===== config.mk =====
export PLATFORM = sky130hd
export DESIGN_NAME = hls_deadlock_report_arbiter
export DESIGN_NICKNAME = d
export VERILOG_FILES = /design/src/rtl/hls_deadlock_pkg.sv /design/src/rtl/hls_deadlock_debounce.sv /design/src/rtl/hls_deadlock_report_arbiter.sv
export SDC_FILE = /design/constraint.sdc
export NUM_CORES = 1
export LEC_CHECK = 0
export ABC_AREA = 1
export CELL_PAD_IN_SITES_DETAIL_PLACEMENT = 1
export CELL_PAD_IN_SITES_GLOBAL_PLACEMENT = 1
export CORE_ASPECT_RATIO = 1.25
export CORE_MARGIN = 4
export CORE_UTILIZATION = 40
export DETAILED_ROUTE_END_ITERATION = 7
export GPL_ROUTABILITY_DRIVEN = 0
export PLACE_DENSITY_LB_ADDON = 0.08
export SLEW_MARGIN = 40
export SYNTH_ARGS = -nofsm -noshare
export SYNTH_HDL_FRONTEND = slang
export SYNTH_SLANG_ARGS = --single-unit

===== constraint.sdc =====
create_clock -name ap_clk -period 5 [get_ports ap_clk]
set_input_delay 0.5 -clock ap_clk [delete_from_list [all_inputs] [get_ports ap_clk]]
set_output_delay 0.5 -clock ap_clk [all_outputs]
set_load 0.02 [all_outputs]

===== src/rtl/hls_deadlock_pkg.sv =====
// Shared types and helpers for the HLS deadlock report arbiter.
// Holds the FSM state type, width helpers and the round-robin picker.
package hls_deadlock_pkg;

    typedef enum logic {
        IDLE = 1'b0,
        SEND = 1'b1
    } state_t;

    localparam int unsigned MAX_MON   = 32;
    localparam int unsigned MAX_IDX_W = 5;

    function automatic int unsigned idx_width(input int unsigned n);
        return (n > 1) ? $clog2(n) : 1;
    endfunction

    function automatic int unsigned cnt_width(input int unsigned h);
        return $clog2(h + 1);
    endfunction

    // First set request strictly after ptr, wrapping modulo n; 0 when none set.
    function automatic logic [MAX_IDX_W-1:0] rr_first(
        input logic [MAX_MON-1:0] req,
        input int unsigned        ptr,
        input int unsigned        n
    );
        logic [MAX_IDX_W-1:0] r;
        logic                 found;
        int unsigned          cand;
        r     = '0;
        found = 1'b0;
        for (int unsigned k = 1; k <= MAX_MON; k++) begin
            cand = ptr + k;
            if (cand >= n) cand = cand - n;
            if (k <= n && !found && req[cand[MAX_IDX_W-1:0]]) begin
                r     = cand[MAX_IDX_W-1:0];
                found = 1'b1;
            end
        end
        return r;
    endfunction

endpackage


===== src/rtl/hls_deadlock_debounce.sv =====
// Per-monitor debounce: saturating persistence counter, armed flag and
// a single confirm pulse per blocked episode.
module hls_deadlock_debounce
    import hls_deadlock_pkg::*;
#(
    parameter int unsigned HOLD_CYCLES = 16
) (
    input  logic ap_clk,
    input  logic ap_rst_n,
    input  logic enable,
    input  logic mon_block,
    output logic confirm
);

    localparam int unsigned CNT_W = cnt_width(HOLD_CYCLES);
    localparam logic [CNT_W-1:0] HOLD    = CNT_W'(HOLD_CYCLES);
    localparam logic [CNT_W-1:0] HOLD_M1 = CNT_W'(HOLD_CYCLES - 1);

    logic [CNT_W-1:0] cnt;
    logic             armed;
    logic             active;

    assign active  = enable & mon_block;
    assign confirm = active & armed & (cnt == HOLD_M1);

    // Reset leaves the monitor armed so a block still held across reset re-confirms.
    always_ff @(posedge ap_clk) begin
        if (!ap_rst_n) begin
            cnt   <= '0;
            armed <= 1'b1;
        end else if (active) begin
            if (cnt != HOLD) cnt <= cnt + 1'b1;
            if (confirm)     armed <= 1'b0;
        end else begin
            cnt   <= '0;
            armed <= 1'b1;
        end
    end

endmodule


===== src/rtl/hls_deadlock_report_arbiter.sv =====
// Confirms debounced monitor deadlocks and round-robins them onto a single
// valid/ready report channel; keeps sticky per-monitor status.
module hls_deadlock_report_arbiter
    import hls_deadlock_pkg::*;
#(
    parameter int unsigned NUM_MON     = 4,
    parameter int unsigned HOLD_CYCLES = 16,
    parameter int unsigned TS_WIDTH    = 32
) (
    input  logic                            ap_clk,
    input  logic                            ap_rst_n,
    input  logic                            enable,
    input  logic [NUM_MON-1:0]              mon_block,
    input  logic                            clear_sticky,
    output logic                            report_valid,
    input  logic                            report_ready,
    output logic [idx_width(NUM_MON)-1:0]   report_idx,
    output logic [TS_WIDTH-1:0]             report_ts,
    output logic [NUM_MON-1:0]              sticky_status,
    output logic                            any_deadlock
);

    localparam int unsigned IDX_W = idx_width(NUM_MON);

    typedef struct packed {
        logic [IDX_W-1:0]    idx;
        logic [TS_WIDTH-1:0] ts;
    } report_t;

    state_t              state, state_nxt;
    report_t             rpt_q, rpt_nxt;
    logic                valid_q;
    logic [IDX_W-1:0]    last_grant, lg_nxt;
    logic [IDX_W-1:0]    sel_idx;
    logic [MAX_IDX_W-1:0] sel;
    logic [MAX_MON-1:0]  req_ext;
    logic [NUM_MON-1:0]  confirm, pending, clr_pend, sticky;
    logic [TS_WIDTH-1:0] ts;
    logic [TS_WIDTH-1:0] ts_cap [NUM_MON];

    for (genvar g = 0; g < NUM_MON; g++) begin : g_deb
        hls_deadlock_debounce #(
            .HOLD_CYCLES(HOLD_CYCLES)
        ) u_deb (
            .ap_clk   (ap_clk),
            .ap_rst_n (ap_rst_n),
            .enable   (enable),
            .mon_block(mon_block[g]),
            .confirm  (confirm[g])
        );
    end

    always_comb begin
        state_nxt = state;
        rpt_nxt   = rpt_q;
        lg_nxt    = last_grant;
        clr_pend  = '0;
        req_ext   = '0;
        req_ext[NUM_MON-1:0] = pending;
        sel       = rr_first(req_ext, 32'(last_grant), NUM_MON);
        sel_idx   = sel[IDX_W-1:0];
        case (state)
            IDLE: begin
                if (|pending) begin
                    rpt_nxt.idx = sel_idx;
                    rpt_nxt.ts  = ts_cap[sel_idx];
                    state_nxt   = SEND;
                end
            end
            SEND: begin
                if (report_ready) begin
                    clr_pend[rpt_q.idx] = 1'b1;
                    lg_nxt              = rpt_q.idx;
                    state_nxt           = IDLE;
                end
            end
            default: state_nxt = IDLE;
        endcase
    end

    // Same-edge confirm is OR-ed in after the grant clear so the new set wins.
    always_ff @(posedge ap_clk) begin
        if (!ap_rst_n) begin
            state      <= IDLE;
            rpt_q      <= '0;
            valid_q    <= 1'b0;
            last_grant <= IDX_W'(NUM_MON - 1);
            ts         <= '0;
            pending    <= '0;
            sticky     <= '0;
            for (int unsigned i = 0; i < NUM_MON; i++) ts_cap[i] <= '0;
        end else begin
            state      <= state_nxt;
            rpt_q      <= rpt_nxt;
            valid_q    <= (state_nxt == SEND);
            last_grant <= lg_nxt;
            ts         <= ts + 1'b1;
            pending    <= (pending & ~clr_pend) | confirm;
            sticky     <= (clear_sticky ? '0 : sticky) | confirm;
            for (int unsigned i = 0; i < NUM_MON; i++) begin
                if (confirm[i]) ts_cap[i] <= ts;
            end
        end
    end

    assign report_valid  = valid_q;
    assign report_idx    = rpt_q.idx;
    assign report_ts     = rpt_q.ts;
    assign sticky_status = sticky;
    assign any_deadlock  = |sticky;

endmodule


==> flow_summary.yaml <==
worst_setup_path:
  worst-setup-path-type: "reg -> reg"
  cp_common_cell: "nand2_1"
  max_stage_delay_ps: 840
  crit_family: "simple AND/OR/NAND/NOR gates"
  slowest_stage: "nand2_4"
  start_kind: "flop"
  critPathCaptureType: "flop"
  reg2reg_from: "last_grant[0]"
  path_cells: "inv_2 > ha_1 > inv_1 > nand3_1 > nand3_2 > nand2_1 > nand2_1 > nand3_4 > nand2_4 > nand2_1 > nand3_1 > nand3_1 > nand2_1 > inv_1"
  crit_path_start: "last_grant[0]"
  crit_required_ps: 5410
  cp.depth: 14
  r2r_slack_ps: 1450
  cp-endpoint: "report_ts[26]"
  cp.arrival_ps: 3960
  timing.rr.end: "report_ts[26]"
  path_buf_inv: 3
  ff2ff_path_depth: 14
  cp_max_fo: 64
pwr:
  leakagePower_nw: 4.91
  finalPower_mw: 3.86
  ir_drop_v: 0.000226
  p_per_area_nw_per_um2: 314
cells_and_area:
  antennaDiodeCount: 0
  stdcell_area_um2: 12300
  multi_input_area_um2: 3920
  drive_above_1_share_pct: 8.38
  seqCellArea_um2: 5870
  final_cells: 1664
  fill_cells: 3135
  fin_nets: 1334
  syn_to_final_growth_pct: 14.1
routing:
  routed_wl_mm: 27.4
  drtIter0Drc: 359
  drt-pass1-iter-count: 4
  routed_via_density: 5.06
  wl_per_cell_um: 16.5
  via_count: 8419
  ant_nets: 0
  drc: 0
sta:
  finalHoldViolCount: 0
  setup_viol: 0
  fin_crit_sh_pct: 71.1
  fin_setup_tns_ps: 0
  rsz0062_at_grt: "false"
  worst_pin_slew_ps: 800
  min_period_ps: 3550
  clock_skew_ps: 7.80
  finalMaxSlewViolations: 0
  fmax_mhz: 281
  slew_headroom_pct: 46.6
floorplanning:
  start_util_pct: 41.0
  coreArea_um2: 26300
  die_area_um2: 29600
  num_rows: 66
  die_w_um: 155
  pin_count: 49
  die_y_um: 191
clock_tree:
  post_cts_buffers: 0
  cts_root_buf: "clkbuf_16"
  ctsLongestPathBuffers: 3
  cts.sink_count: 229
  cts_htree_levels: 1
  clk_latency_ps: 510
  numCtsBuffers: 25
  path_clk_slew_ps: 60
  cts_hold_buf: 0
  ctsResizeCount: 0
  cts_tree: "built"
synthesis:
  synth_area_um2: 10800
  ys_seq_area_share_pct: 54.5
  syn_inst: 1270
  synth_seq_cells: 229
  synth_area_leaders: "edfxtp_1 (36%), dfxtp_1 (19%), nand2_1 (8.3%)"
  synth_top_area_cell: "edfxtp_1"
  synth_nets: 1297
  synth.distinct_cells: 37
  syn_area_per_cell_um2: 8.47
  synth_top_area_share_pct: 35.7
  yosysWarnings: 0
global_routing:
  track_usage_pct: 18.9
  grt_pass1_vias: 8870
  grt_overflow: 0
  grt_max_degree: 66
  antenna_found_initial: 0
  grt_pass1_wl_mm: 45.7
placement:
  dp_hpwl_mm: 16.4
  portBuffers: 48
  place_area_um2: 11500
  dp.cells: 1620
worst_hold_path:
  hp-class: "reg -> reg"
job:
  drv_cap: 0
status:
  outcome: "finished, final reports clean"
## per-stage QoR
stage          hold WS [ps]  util, %  setup WS (ps)
5_1_grt                 487     46.8           1040
2_1_floorplan           430        -           1370
4_1_cts                 469     46.8           1380
3_5_place_dp            455     43.9           1400
6_report                466     46.8           1450
3_3_place_gp            451     43.9           1520
## cell usage in the layout, fill, tap and decap left out, types with 2 or more instances in the layout
cell type | netlist | routed
nand2_1 | 239 | 239
nor2_1 | 231 | 230
inv_1 | 188 | 187
edfxtp_1 | 128 | 128
nand3_1 | 124 | 124
dfxtp_1 | 101 | 101
clkdlybuf4s50_1 | 0 | 48
nand3_2 | 39 | 38
a21oi_1 | 35 | 35
o21ai_0 | 32 | 28
clkbuf_16 | 0 | 26
nor3_1 | 18 | 18
ha_1 | 18 | 18
nand4_1 | 16 | 16
buf_4 | 3 | 14
clkbuf_1 | 25 | 12
o211ai_1 | 8 | 8
inv_2 | 4 | 5
nor3b_1 | 5 | 5
o21ai_4 | 0 | 4
nand2_2 | 4 | 4
or2_2 | 4 | 4
nor2_2 | 4 | 4
nor4_1 | 3 | 3
xor2_1 | 3 | 3
clkinv_2 | 0 | 3
clkbuf_8 | 0 | 3
nor2_4 | 1 | 2
nand3_4 | 1 | 2
o21a_1 | 2 | 2
## final cells by class
class | count | area share, %
clock inverter | 3 | 0.122
timing repair buffer | 63 | 4.86
tap | 340 | 3.46
inverter | 192 | 5.87
multi-input combinational | 796 | 31.9
sequential | 229 | 47.8
clock buffer | 41 | 6.00
## layer usage
| metal | routed length, µm | global-route usage, % | vias up |
|---|---|---|---|
| li1 | - | - | 4145 |
| met1 | 12000 | 23.6 | 4116 |
| met2 | 14100 | 34.9 | 111 |
| met3 | 758 | 1.95 | 47 |
| met4 | 580 | 4.86 | 0 |
| met5 | 0 | 0 | - |
## how the worst min path moves through the flow
stage,from,endpoint,slack [ps],cells after the start
6_report,ts[0],ts[0],470,1
5_1_grt,ts[0],ts[0],490,1
4_1_cts,ts[0],ts[0],470,1
3_5_place_dp,ts[0],ts[0],460,1
3_3_place_gp,ts[0],ts[0],450,1
2_1_floorplan,ts[0],ts[0],430,1
## report_power, final
part | leakage [nW] | switching (mW) | internal [mW]
clock | 0.368 | 0.723 | 0.999
sequential | 2.14 | 0.0130 | 2.02
combinational | 2.40 | 0.0706 | 0.0328
total | 4.91 | 0.807 | 3.05
## sequential cells by signal, summed over array words and instances (netlist names)
name / cells
report_ts: 32
g_deb.u_deb.armed: 4
report_idx: 2
ts_cap: 128
pending: 4
sticky_status: 4
state: 1
ts: 32
g_deb.u_deb.cnt: 20
last_grant: 2
## cell usage after synthesis, drive strengths merged
cell / number
nand3: 164
dfxtp: 101
nand4: 16
nor4: 3
a21boi: 1
nor3: 18
nor4b: 1
edfxtp: 128
xnor2: 1
o31ai: 1
or2: 4
nor3b: 5
buf: 28
ha: 18
a21oi: 35
a31oi: 1
o21ai: 33
nor2: 236
o211ai: 8
o21a: 2
o211a: 1
inv: 192
nand2: 244
a221oi: 1
xor2: 3
clkbuf: 25
## cells by family (layout without fill, tap and decap cells)
| logic type | Yosys count | in the layout | share of synthesized area [%] |
|---|---|---|---|
| fa+ha+maj | 18 | 18 | 2.09 |
| compound gates | 83 | 83 | 4.23 |
| xor+xnor | 4 | 4 | 0.326 |
| buf+inv | 245 | 299 | 9.63 |
| flops | 229 | 229 | 54.5 |
| simple gates | 691 | 691 | 29.2 |
Power figures use the tool's default switching activity.
==> RTL edit, RTL diff (config.mk and constraints unchanged) <==
`HOLD_CYCLES` is set to 16 in 2 places; all go to 24.
--- a/src/rtl/hls_deadlock_debounce.sv
+++ b/src/rtl/hls_deadlock_debounce.sv
@@ -3,7 +3,7 @@
 module hls_deadlock_debounce
     import hls_deadlock_pkg::*;
 #(
-    parameter int unsigned HOLD_CYCLES = 16
+    parameter int unsigned HOLD_CYCLES = 24
 ) (
     input  logic ap_clk,
     input  logic ap_rst_n,
--- a/src/rtl/hls_deadlock_report_arbiter.sv
+++ b/src/rtl/hls_deadlock_report_arbiter.sv
@@ -4,7 +4,7 @@
     import hls_deadlock_pkg::*;
 #(
     parameter int unsigned NUM_MON     = 4,
-    parameter int unsigned HOLD_CYCLES = 16,
+    parameter int unsigned HOLD_CYCLES = 24,
     parameter int unsigned TS_WIDTH    = 32
 ) (
     input  logic                            ap_clk,
Check against the original RTL: same outputs for any inputs over 10 cycles, from zero or initial values and one cycle with ap_rst_n low; that may be too few to reach the edited logic, so the function may still have changed.
==> RTL edit against the original RTL <==
Non-clock buffer count shrank 4. Global-route usage down 0.095 points. Power rose by 9.4%. Sequential cell count unchanged. Setup slack improved by 15 ps. Sequential share of layout area decreased by 0.56 points. Wire length down 0.70%. Cell area up 1.2%. Area after synthesis hardly changed. Critical endpoint is now report_ts[8]. Largest cell class unchanged.
==> RTL edit: results (changes against the original RTL) <==
stage	metric	value	unit	change
synthesis	avgSynthCellArea	8.546	um^2	+0.84%
timing	skew	7.546	ps	-0.2522 ps
cells_and_area	buf_share	4.641	%	-0.22 points
cells_and_area	fin_nets	1316		-1.3%
synthesis	synth_compound_area_share	4.427	%	+0.20 points
cells_and_area	multi_input_area	3902	um^2	-0.48%
min_path	hold-path-cell-count	2		+1
cells_and_area	layout-drive-gt1-share	9.604	%	+1.2 points
cells_and_area	num-multi-input-gates	783		-1.6%
timing	max_slew_margin	47.31	%	+0.70 points
cells_and_area	buffers	59		-6.3%
cells_and_area	final-clk-cell-share	7.480	%	+1.4 points
global_routing	met2_usage	34.36	%	-0.52 points
drt	routed_wl	27250	um	-0.70%
global_routing	grt_pass1_vias	8779		-1.0%
drt	wl_per_cell	16.49	um	about the same
worst_setup_path	max_stage_delay	820	ps	-20 ps
placed_design	dp.cells	1605		-0.93%
drt	vias	8300		-1.4%
worst_setup_path	reg2reg_to	report_ts[8]		
synthesis	synthAdderAreaFrac	1.627	%	-0.47 points
synthesis	synth_area_leaders	edfxtp_1, dfxtp_1, nand2_1, nor2_1, inv_1		
synthesis	synth-xor-area-share	0.08134	%	-0.24 points
min_path	hold_start	g_deb[2].u_deb.armed		
power	vdd.ir_drop.worst	0.0002016	V	-11%
synthesis	ys_types	36		-2.7%
cells_and_area	clockBufferCount	39		-4.9%
clocking	cts_inserted_buffers	26		+4.0%
global_routing	use_met1	23.60	%	-0.037 points
outcome	outcome	complete, no violations		
==> RTL edit: cell families (layout without fill, tap and decap cells) <==
kind of cell	Yosys count	in the layout
AND/OR/NAND/NOR	680	680
flip-flops	229	229
AO/OA/AOI/OAI	88	88
buffers and inverters	248	300
adder cells (fa/ha/maj)	14	14
XOR/XNOR	1	1
==> RTL edit: power breakdown <==
| group | internal [mW] | switching [mW] | total, mW |
|---|---|---|---|
| registers | 2.03 | 0.0162 | 2.04 |
| clock network | 1.31 | 0.760 | 2.07 |
| logic | 0.0372 | 0.0752 | 0.112 |
| total | 3.37 | 0.852 | 4.22 |
==> RTL edit: per-stage QoR <==
step                cell area [um^2]  power [mW]  worst slack (ps)  hold slack, ps  utilization, %
floorplan                      10770       2.156              2676           418.4               -
global placement               11450       2.197              1566           430.0           43.59
detailed placement             11500       2.201              1456           435.8           43.79
CTS                            12430       4.285              1406           450.5           47.33
global route                   12430       4.379              1055           463.0           47.33
finish                         12430       4.223              1461           447.5           47.33
==> RTL edit: critical path, delay by kind of cell (launching register included) <==
family / cells / cell delay [ps]
fa+ha+maj: 1 / 390
buf+inv: 3 / 310
flops: 1 / 580
simple gates: 10 / 2120
==> RTL edit: routing by layer <==
metal | up-vias | part of all wire [%]
li1 | 4107 | -
met1 | 4040 | 44
met2 | 110 | 51
met3 | 43 | 3.2
met4 | 0 | 2.2
met5 | - | 0
==> RTL edit: how the worst max path moves through the flow <==
| stage | slack, ps | cells after the start | endpoint |
|---|---|---|---|
| final | 1460 | 14 | report_ts[8] |
| after CTS | 1410 | 14 | report_ts[8] |
| after global placement | 1570 | 14 | report_ts[8] |
| after floorplan | 2680 | 4 | ts_cap[2][0] |
| after global routing | 1060 | 14 | report_ts[8] |
| after detailed placement | 1460 | 14 | report_ts[8] |
